$ cat src/rtl/skid_buffer_pkg.sv
// -----------------------------------------------------------------------------
// skid_buffer_pkg
//   Shared definitions for the two-entry skid buffer.
//   - DEFAULT_DATA_WIDTH : default payload width in bits.
//   - EMPTY / BUSY / FULL : state encodings. Each value equals the number of
//     entries held, so the state register is also the occupancy count.
//   - state_e             : FSM state type built from those encodings.
//   - state_to_occ()      : maps a state to the 2-bit occupancy output.
// -----------------------------------------------------------------------------
package skid_buffer_pkg;

  localparam int DEFAULT_DATA_WIDTH = 32;

  localparam logic [1:0] EMPTY = 2'd0;
  localparam logic [1:0] BUSY  = 2'd1;
  localparam logic [1:0] FULL  = 2'd2;

  typedef enum logic [1:0] {
    ST_EMPTY = EMPTY,
    ST_BUSY  = BUSY,
    ST_FULL  = FULL
  } state_e;

  // The encoding was chosen so this is a plain re-typing, not a decode.
  function automatic logic [1:0] state_to_occ(input state_e s);
    return s;
  endfunction

endpackage

$ cat src/rtl/skid_buffer_en_reg.sv
// -----------------------------------------------------------------------------
// skid_buffer_en_reg
//   Enabled payload register. It loads d on a rising clk edge when en is high
//   and otherwise holds its value. The asynchronous reset clears it to zero.
//   Ports:
//     clk  - clock, rising edge
//     rstn - asynchronous reset, active-low
//     en   - load enable
//     d    - WIDTH-bit load value
//     q    - WIDTH-bit registered value
// -----------------------------------------------------------------------------
module skid_buffer_en_reg
  import skid_buffer_pkg::*;
#(
  parameter int WIDTH = DEFAULT_DATA_WIDTH
) (
  input  logic             clk,
  input  logic             rstn,
  input  logic             en,
  input  logic [WIDTH-1:0] d,
  output logic [WIDTH-1:0] q
);

  logic [WIDTH-1:0] q_q;
  logic [WIDTH-1:0] q_d;

  always_comb begin
    q_d = q_q;
    if (en) begin
      q_d = d;
    end
  end

  always_ff @(posedge clk or negedge rstn) begin
    if (!rstn) begin
      q_q <= '0;
    end else begin
      q_q <= q_d;
    end
  end

  assign q = q_q;

endmodule

$ cat src/rtl/skid_buffer.sv
// -----------------------------------------------------------------------------
// skid_buffer
//   Two-entry elastic pipeline stage with a valid/ready handshake on both
//   sides. in_ready, out_valid and occupancy come straight from flops, so
//   out_ready has no combinational path to in_ready. The stage sustains one
//   transfer per cycle with one cycle of latency.
//
//   Entries are kept in strict FIFO order. The head register drives out_data.
//   The skid register holds the younger entry, which is accepted while the
//   head is stalled.
//
//   Ports:
//     clk       - clock, rising edge
//     rstn      - asynchronous reset, active-low
//     flush     - synchronous clear of all buffered entries (top priority)
//     in_valid  - upstream presents valid data
//     in_data   - upstream payload
//     in_ready  - buffer can accept this cycle (registered)
//     out_valid - out_data holds a valid entry (registered)
//     out_data  - head-of-buffer payload (registered)
//     out_ready - downstream accepts this cycle
//     occupancy - number of entries held: 0, 1 or 2
// -----------------------------------------------------------------------------
module skid_buffer
  import skid_buffer_pkg::*;
#(
  parameter int DATA_WIDTH = DEFAULT_DATA_WIDTH
) (
  input  logic                  clk,
  input  logic                  rstn,
  input  logic                  flush,
  input  logic                  in_valid,
  input  logic [DATA_WIDTH-1:0] in_data,
  output logic                  in_ready,
  output logic                  out_valid,
  output logic [DATA_WIDTH-1:0] out_data,
  input  logic                  out_ready,
  output logic [1:0]            occupancy
);

  state_e state_q;
  state_e state_d;
  logic   in_ready_q;
  logic   in_ready_d;
  logic   out_valid_q;
  logic   out_valid_d;

  logic   in_fire;
  logic   out_fire;

  logic   head_load;
  logic   head_from_skid;
  logic   skid_load;

  logic [DATA_WIDTH-1:0] head_d;
  logic [DATA_WIDTH-1:0] head_q;
  logic [DATA_WIDTH-1:0] skid_q;

  assign in_fire  = in_valid & in_ready_q;
  assign out_fire = out_valid_q & out_ready;

  // Next-state and load-enable decode. Flush overrides every handshake:
  // the entries are discarded and neither data register is written. An
  // output that fires in the same cycle still counts as delivered.
  always_comb begin
    state_d        = state_q;
    head_load      = 1'b0;
    head_from_skid = 1'b0;
    skid_load      = 1'b0;

    if (flush) begin
      state_d = ST_EMPTY;
    end else begin
      case (state_q)
        ST_EMPTY: begin
          if (in_fire) begin
            head_load = 1'b1;
            state_d   = ST_BUSY;
          end
        end

        ST_BUSY: begin
          case ({in_fire, out_fire})
            2'b11: begin
              // Streaming case: the head is replaced by the new word.
              head_load = 1'b1;
            end
            2'b10: begin
              // The head is stalled, so the new word parks behind it.
              skid_load = 1'b1;
              state_d   = ST_FULL;
            end
            2'b01: begin
              // The head leaves. out_data keeps its stale value, which is
              // harmless because out_valid drops.
              state_d = ST_EMPTY;
            end
            default: begin
              state_d = state_q;
            end
          endcase
        end

        ST_FULL: begin
          // in_ready is low here, so only the output side can move.
          if (out_fire) begin
            head_load      = 1'b1;
            head_from_skid = 1'b1;
            state_d        = ST_BUSY;
          end
        end

        default: begin
          state_d = ST_EMPTY;
        end
      endcase
    end
  end

  // The handshake flags are computed from the next state so that each one
  // can be registered alongside the state itself.
  always_comb begin
    in_ready_d  = (state_d != ST_FULL);
    out_valid_d = (state_d != ST_EMPTY);
  end

  always_ff @(posedge clk or negedge rstn) begin
    if (!rstn) begin
      state_q     <= ST_EMPTY;
      in_ready_q  <= 1'b1;
      out_valid_q <= 1'b0;
    end else begin
      state_q     <= state_d;
      in_ready_q  <= in_ready_d;
      out_valid_q <= out_valid_d;
    end
  end

  assign head_d = head_from_skid ? skid_q : in_data;

  skid_buffer_en_reg #(
    .WIDTH (DATA_WIDTH)
  ) u_head_reg (
    .clk  (clk),
    .rstn (rstn),
    .en   (head_load),
    .d    (head_d),
    .q    (head_q)
  );

  skid_buffer_en_reg #(
    .WIDTH (DATA_WIDTH)
  ) u_skid_reg (
    .clk  (clk),
    .rstn (rstn),
    .en   (skid_load),
    .d    (in_data),
    .q    (skid_q)
  );

  assign in_ready  = in_ready_q;
  assign out_valid = out_valid_q;
  assign out_data  = head_q;
  assign occupancy = state_to_occ(state_q);

endmodule
$ cat config.mk
export PLATFORM = sky130hd
export DESIGN_NAME = skid_buffer
export DESIGN_NICKNAME = d
export VERILOG_FILES = /design/src/rtl/skid_buffer_pkg.sv /design/src/rtl/skid_buffer_en_reg.sv /design/src/rtl/skid_buffer.sv
export SDC_FILE = /design/constraint.sdc
export NUM_CORES = 1
export LEC_CHECK = 0
export ABC_CLOCK_PERIOD_IN_PS = 2000
export CELL_PAD_IN_SITES_DETAIL_PLACEMENT = 0
export CELL_PAD_IN_SITES_GLOBAL_PLACEMENT = 1
export CORE_MARGIN = 5
export CORE_UTILIZATION = 38
export DETAILED_ROUTE_END_ITERATION = 6
export PLACE_DENSITY = 0.8
export SYNTH_ARGS = -nofsm -noshare
export SYNTH_HDL_FRONTEND = slang
export SYNTH_HIERARCHICAL = 1
export SYNTH_SLANG_ARGS = --single-unit
$ cat constraint.sdc
create_clock -name clk -period 2 [get_ports clk]
set_clock_uncertainty 0.2 [all_clocks]
set_input_delay 0.6 -clock clk [delete_from_list [all_inputs] [get_ports clk]]
set_output_delay 0.6 -clock clk [all_outputs]
set_load 0.05 [all_outputs]
## Yosys cells after proc, flatten, opt, wreduce, memory -nomap -nowiden

Index checks and enable logic that the tools add are counted.

| cells by class | value |
|---|---|
| reduce and logical (&&, ||, !) cells | 2 |
| mux-type cells | 16 |
| equal/unequal tests | 6 |
| bitwise logic cells | 2 |

Operator list:

| kind | count |
|---|---|
| 2-to-1 mux 32 bit | 1 |
| 2-to-1 mux 1 bit | 9 |
| == test 2 bit, second input constant | 3 |
| 2-to-1 mux 2 bit | 3 |
| one-hot mux 2 bit (3 select lines) | 1 |
| == test 2 x 1 -> 1 bit, second input constant | 2 |
| one-hot mux 2 bit (2 select lines) | 1 |
| one-hot mux 1 bit (3 select lines) | 1 |
| bitwise AND 1 bit | 2 |
| zero test 2 bit | 1 |
| != test 2 bit, second input constant | 1 |
| nonzero test 2 bit | 1 |

| storage, ports and cells | value |
|---|---|
| output and inout port bits | 36 |
| bits in registers | 68 |

## Longest topological paths before layout

| logic depth | value |
|---|---|
| word-level depth | 6 |
| mapped depth | 6 |

## Hierarchy

Netlist, hierarchy kept.

Modules (own cells, without submodules):

| module | cells each | times used | area each (µm²) |
|---|---|---|---|
| skid_buffer_en_reg | 68 | 2 | 1345.0 |
| skid_buffer | 58 | 1 | 644.4 |

## Worst setup path after synthesis

OpenSTA, ideal clock, no wires.

| timing path | value |
|---|---|
| kind | reg-to-reg |
| start | reg out_valid_q, in the netlist out_valid |
| end | reg u_head_reg.q_q[29], in the netlist u_head_reg/q[29] |
| required time | 1675 ps |
| period minus slack after synthesis | 2319 ps |
| stages on the path, launching flop included | 6 |
| setup time | 125 ps |
| buffers on the path | 1 |
| arrival time | 1994 ps |
| setup slack | -319 ps |
| cell sequence | dfrtp_1 > nand2_2 > nor4b_4 > buf_6 > mux2_2 > mux2_2 |

| on the way | value |
|---|---|
| cells in the longest elaborated chain, start to end | 5 |
| elaborated cells on any way between the ends | 9 |
| classes of those cells | eq/ne: 1; mux: 7; bitwise: 1 |

Ends and longest elaborated chain:

| element | line | source |
|---|---|---|
| start: declaration | skid_buffer.sv:45 | `logic out_valid_q;` |
| start signal: assignment | skid_buffer.sv:135 | `out_valid_q <= out_valid_d;` |
| bitwise AND 1 bit | skid_buffer.sv:60 | `assign out_fire = out_valid_q & out_ready;` |
| 2-to-1 mux 1 bit | skid_buffer.sv:106 | `if (out_fire) begin` |
| 2-to-1 mux 1 bit | skid_buffer.sv:74 | `case (state_q)` |
| 2-to-1 mux 1 bit | skid_buffer.sv:71 | `if (flush) begin` |
| 2-to-1 mux 32 bit | skid_buffer.sv:139 | `assign head_d = head_from_skid ? skid_q : in_data;` |
| via head_d[29] | skid_buffer.sv:55 | `logic [DATA_WIDTH-1:0] head_d;` |
| end signal: assignment | skid_buffer_en_reg.sv:38 | `q_q <= q_d;` |
| end: declaration | skid_buffer_en_reg.sv:24 | `logic [WIDTH-1:0] q_q;` |

The timed path passes the listed nets, and every way through them passes these cells.
A chain may end at the register's enable or synchronous reset.

## Worst setup path after layout

| timing path | value |
|---|---|
| start | in out_ready |
| end | reg u_head_reg.q_q[27], in the netlist u_head_reg/q[27] |

| on the way | value |
|---|---|
| cells in the longest elaborated chain, start to end | 5 |
| elaborated cells on any way between the ends | 9 |
| classes of those cells | eq/ne: 1; mux: 7; bitwise: 1 |

Ends and longest elaborated chain:

| element | line | source |
|---|---|---|
| start: declaration | skid_buffer.sv:37 | `input logic out_ready,` |
| bitwise AND 1 bit | skid_buffer.sv:60 |  |
| 2-to-1 mux 1 bit | skid_buffer.sv:106 |  |
| 2-to-1 mux 1 bit | skid_buffer.sv:74 |  |
| 2-to-1 mux 1 bit | skid_buffer.sv:71 |  |
| 2-to-1 mux 32 bit | skid_buffer.sv:139 |  |
| via head_d[27] | skid_buffer.sv:55 |  |

The timed path passes the listed nets, and every way through them passes these cells.

==> results.py <==
metrics = {
    "run_status": {
        "status": "finished, violations left",
        "violations": "setup timing",
    },
    "floorplan": {
        "fp.dieW_um": 104,
        "ios": 73,
        "die_h_um": 104,
        "dieArea_um2": 10700,
        "initial_core_util_pct": 38.6,
        "rows": 34,
        "core-area_um2": 8640,
    },
    "drt": {
        "dr.pass1.iters": 4,
        "drtAntennaViolNets": 0,
        "drc": 0,
        "routed_via_density": 4.88,
        "vias": 1976,
        "wl_um": 7760,
        "wl_per_cell_um": 19.2,
        "first_iter_violations": 27,
    },
    "cells_and_area": {
        "antenna_cells": 0,
        "drive_gt1_share_pct": 64.3,
        "nNetsFinal": 331,
        "layout.cells.non_filler": 405,
        "fin_area_um2": 5190,
        "utilization_pct": 60.1,
        "syn2layout_area_growth_pct": 55.6,
    },
    "clocking": {
        "root_buffer": "clkbuf_8",
        "cts_tree": "done",
        "clock-sinks": 68,
        "cts_buffers": 9,
        "clk_pin_slew_ns": 0.07,
        "cts_buffer_depth": 2,
        "htree_levels": 3,
        "clkLatencyLatePin_ns": 0.33,
    },
    "placed_design": {
        "place_congestion": 0.704,
        "dpl_worst_slack_ns": -0.715,
        "placement.io_buffers": 72,
        "place_inst": 376,
        "post-dp-hpwl_um": 4460,
        "placed_area_um2": 4550,
    },
    "yosys": {
        "synth_cell_types": 23,
        "syn_nets": 231,
        "avgSynthCellArea_um2": 17.2,
        "ys_warn_count": 6,
        "synth_area_um2": 3330,
        "yosys_register_bits": 68,
        "netlist_instances": 194,
        "yosysSeqAreaShare_pct": 51.1,
    },
    "timing": {
        "fin_crit_ns": 2.06,
        "setup_slack_ns": -0.0627,
        "tightest_slew_ns": 0.404,
        "setup_violations": 26,
        "fmax_ghz": 0.485,
        "finalHoldViolCount": 0,
        "maxSlewViolCount": 0,
        "relSlewSlack_pct": 73.1,
        "holdWs_ns": 0.0824,
        "rsz0062_at_grt": "true",
        "finalCritPeriodShare_pct": 103,
    },
    "power_and_ir_drop": {
        "p_int_uw": 4150,
        "power_switching_uw": 2070,
        "seq_power_share_pct": 36.8,
        "p_comb_share_pct": 45.2,
        "switching_share_pct": 33.3,
        "power.density_nw_per_um2": 1200,
        "p_clk_share_pct": 18.0,
        "vdd_drop_max_v": 0.000692,
        "leakage_uw": 0.00232,
    },
    "worst_setup_path": {
        "path_max_fanout": 6,
        "cp-start-kind": "input port",
        "critPathCaptureType": "flop",
        "crit_required_ns": 2.02,
        "arrival_ns": 2.08,
        "critPathKind": "in2reg",
    },
    "grt": {
        "grt_pass1_wl_um": 12100,
        "antenna_found_initial": 0,
        "grt_max_degree": 69,
        "grt_pass1_vias": 2288,
        "grt_overflow_total": 0,
        "track_usage_pct": 14.0,
    },
    "flow_run": {
        "cap_violations": 0,
    },
    "hold_path": {
        "hold_path_class": "in2async",
    },
}
==> power by group through the flow <==
| stage | combinational, uW | clock, uW | sequential (uW) |
|---|---|---|---|
| floorplan | 869 | 0 | 2850 |
| global placement | 2690 | 0 | 2260 |
| detailed placement | 2730 | 0 | 2280 |
| CTS | 2780 | 1160 | 2280 |
| global route | 2910 | 1210 | 2360 |
| finish | 2810 | 1120 | 2290 |
==> worst max-delay path, cell delays in order <==
cell and delay [ns]:
buf_2 0.11, nand2_4 0.06, nor4b_4 0.32, buf_6 0.16, buf_12 0.12, buf_12 0.13
mux2_4 0.31, mux2_4 0.26
==> repair_timing <==
action / CTS / global route
gates cloned: 4 / 3
setup buffers: 7 / 3
pin swaps: 5 / 4
endpoints found under the setup margin: 64 / 34
hold buffers: 0 / 0
resized for setup: 35 / 35
==> cells in the final DEF, fill, tap and decap left out, types with 2 or more instances in the layout <==
cell type,netlist,routed
clkdlybuf4s50_1,0,32
mux2_4,60,95
a211oi_1,2,2
buf_2,0,3
buf_8,0,2
buf_12,6,46
clkbuf_16,0,3
dfrtp_2,0,2
buf_6,5,2
clkbuf_8,0,11
buf_16,0,2
dfrtp_1,67,65
buf_4,1,11
==> cell type report <==
cell class,count,area (um2)
Timing Repair Buffer,102,1530
Sequential cell,68,1710
Multi-Input combinational cell,113,1630
Clock buffer,12,155
Fill cell,647,3450
Tap cell,108,135
Clock inverter,2,35.0
==> synthesized netlist by cell type <==
cell type,n,share of area (%)
a211o_2,1,0.30
a211oi_1,2,0.45
a21oi_1,1,0.15
a221oi_1,1,0.26
and3_2,1,0.23
and3b_1,1,0.26
buf_12,6,3.6
buf_4,1,0.23
buf_6,5,1.7
clkbuf_1,1,0.11
dfrtp_1,67,50
dfstp_2,1,0.79
mux2_2,36,12
mux2_4,60,27
mux2i_1,1,0.30
nand2_2,1,0.19
nand3_1,2,0.30
nand4_1,1,0.19
nor2_1,1,0.11
nor4b_4,1,0.71
nor4bb_1,1,0.30
o21ai_0,1,0.15
o21bai_1,1,0.23
==> per-stage QoR <==
step | power [uW] | setup TNS, ns
after global routing | 6480 | -2.77
after global placement | 4950 | -35.94
after CTS | 6220 | -0.0706
final | 6220 | -0.700
after detailed placement | 5010 | -37.22
after floorplan | 3720 | -8.27
==> sequential cells by signal, indices dropped and copies added (netlist names) <==
signal	cells
u_skid_reg/q	32
occupancy	2
u_head_reg/q	32
in_ready	1
out_valid	1
==> cells by family (layout without fill, tap and decap cells) <==
group | count (synthesis) | in the layout | share of synthesized area [%]
muxes | 97 | 97 | 39.5
DFF | 68 | 68 | 51.1
buffers and inverters | 13 | 116 | 5.63
and+or+nand+nor | 9 | 9 | 2.29
AOI/OAI and AO/OA | 7 | 7 | 1.54
==> path summary, 6_finish.rpt <==
| check | slack, ns | cells past startpoint | from | to |
|---|---|---|---|---|
| min reg2reg | 0.32 | 1 | u_skid_reg/q[14]$_DFFE_PN0P_ | u_skid_reg/q[14]$_DFFE_PN0P_ |
| min in group clk | 0.32 | 1 | u_skid_reg/q[14]$_DFFE_PN0P_ | u_skid_reg/q[14]$_DFFE_PN0P_ |
| min | 0.08 | 2 | rstn | u_skid_reg/q[30]$_DFFE_PN0P_ |
| max | -0.06 | 8 | out_ready | u_head_reg/q[27]$_DFFE_PN0P_ |
| max in group asynchronous | 1.18 | 2 | rstn | occupancy[0]$_DFF_PN0_ |
| max reg2reg | -0.06 | 7 | out_valid$_DFF_PN0_ | u_head_reg/q[27]$_DFFE_PN0P_ |
==> metal layers <==
metal	GRT usage (%)	share of wire (%)	up-vias
met5	0	0	-
met1	18.6	47	1006
met4	4.72	0.84	0
met3	4.48	5.2	6
li1	-	-	904
met2	21.7	47	60
No activity file was read; power rests on OpenSTA's default activity.
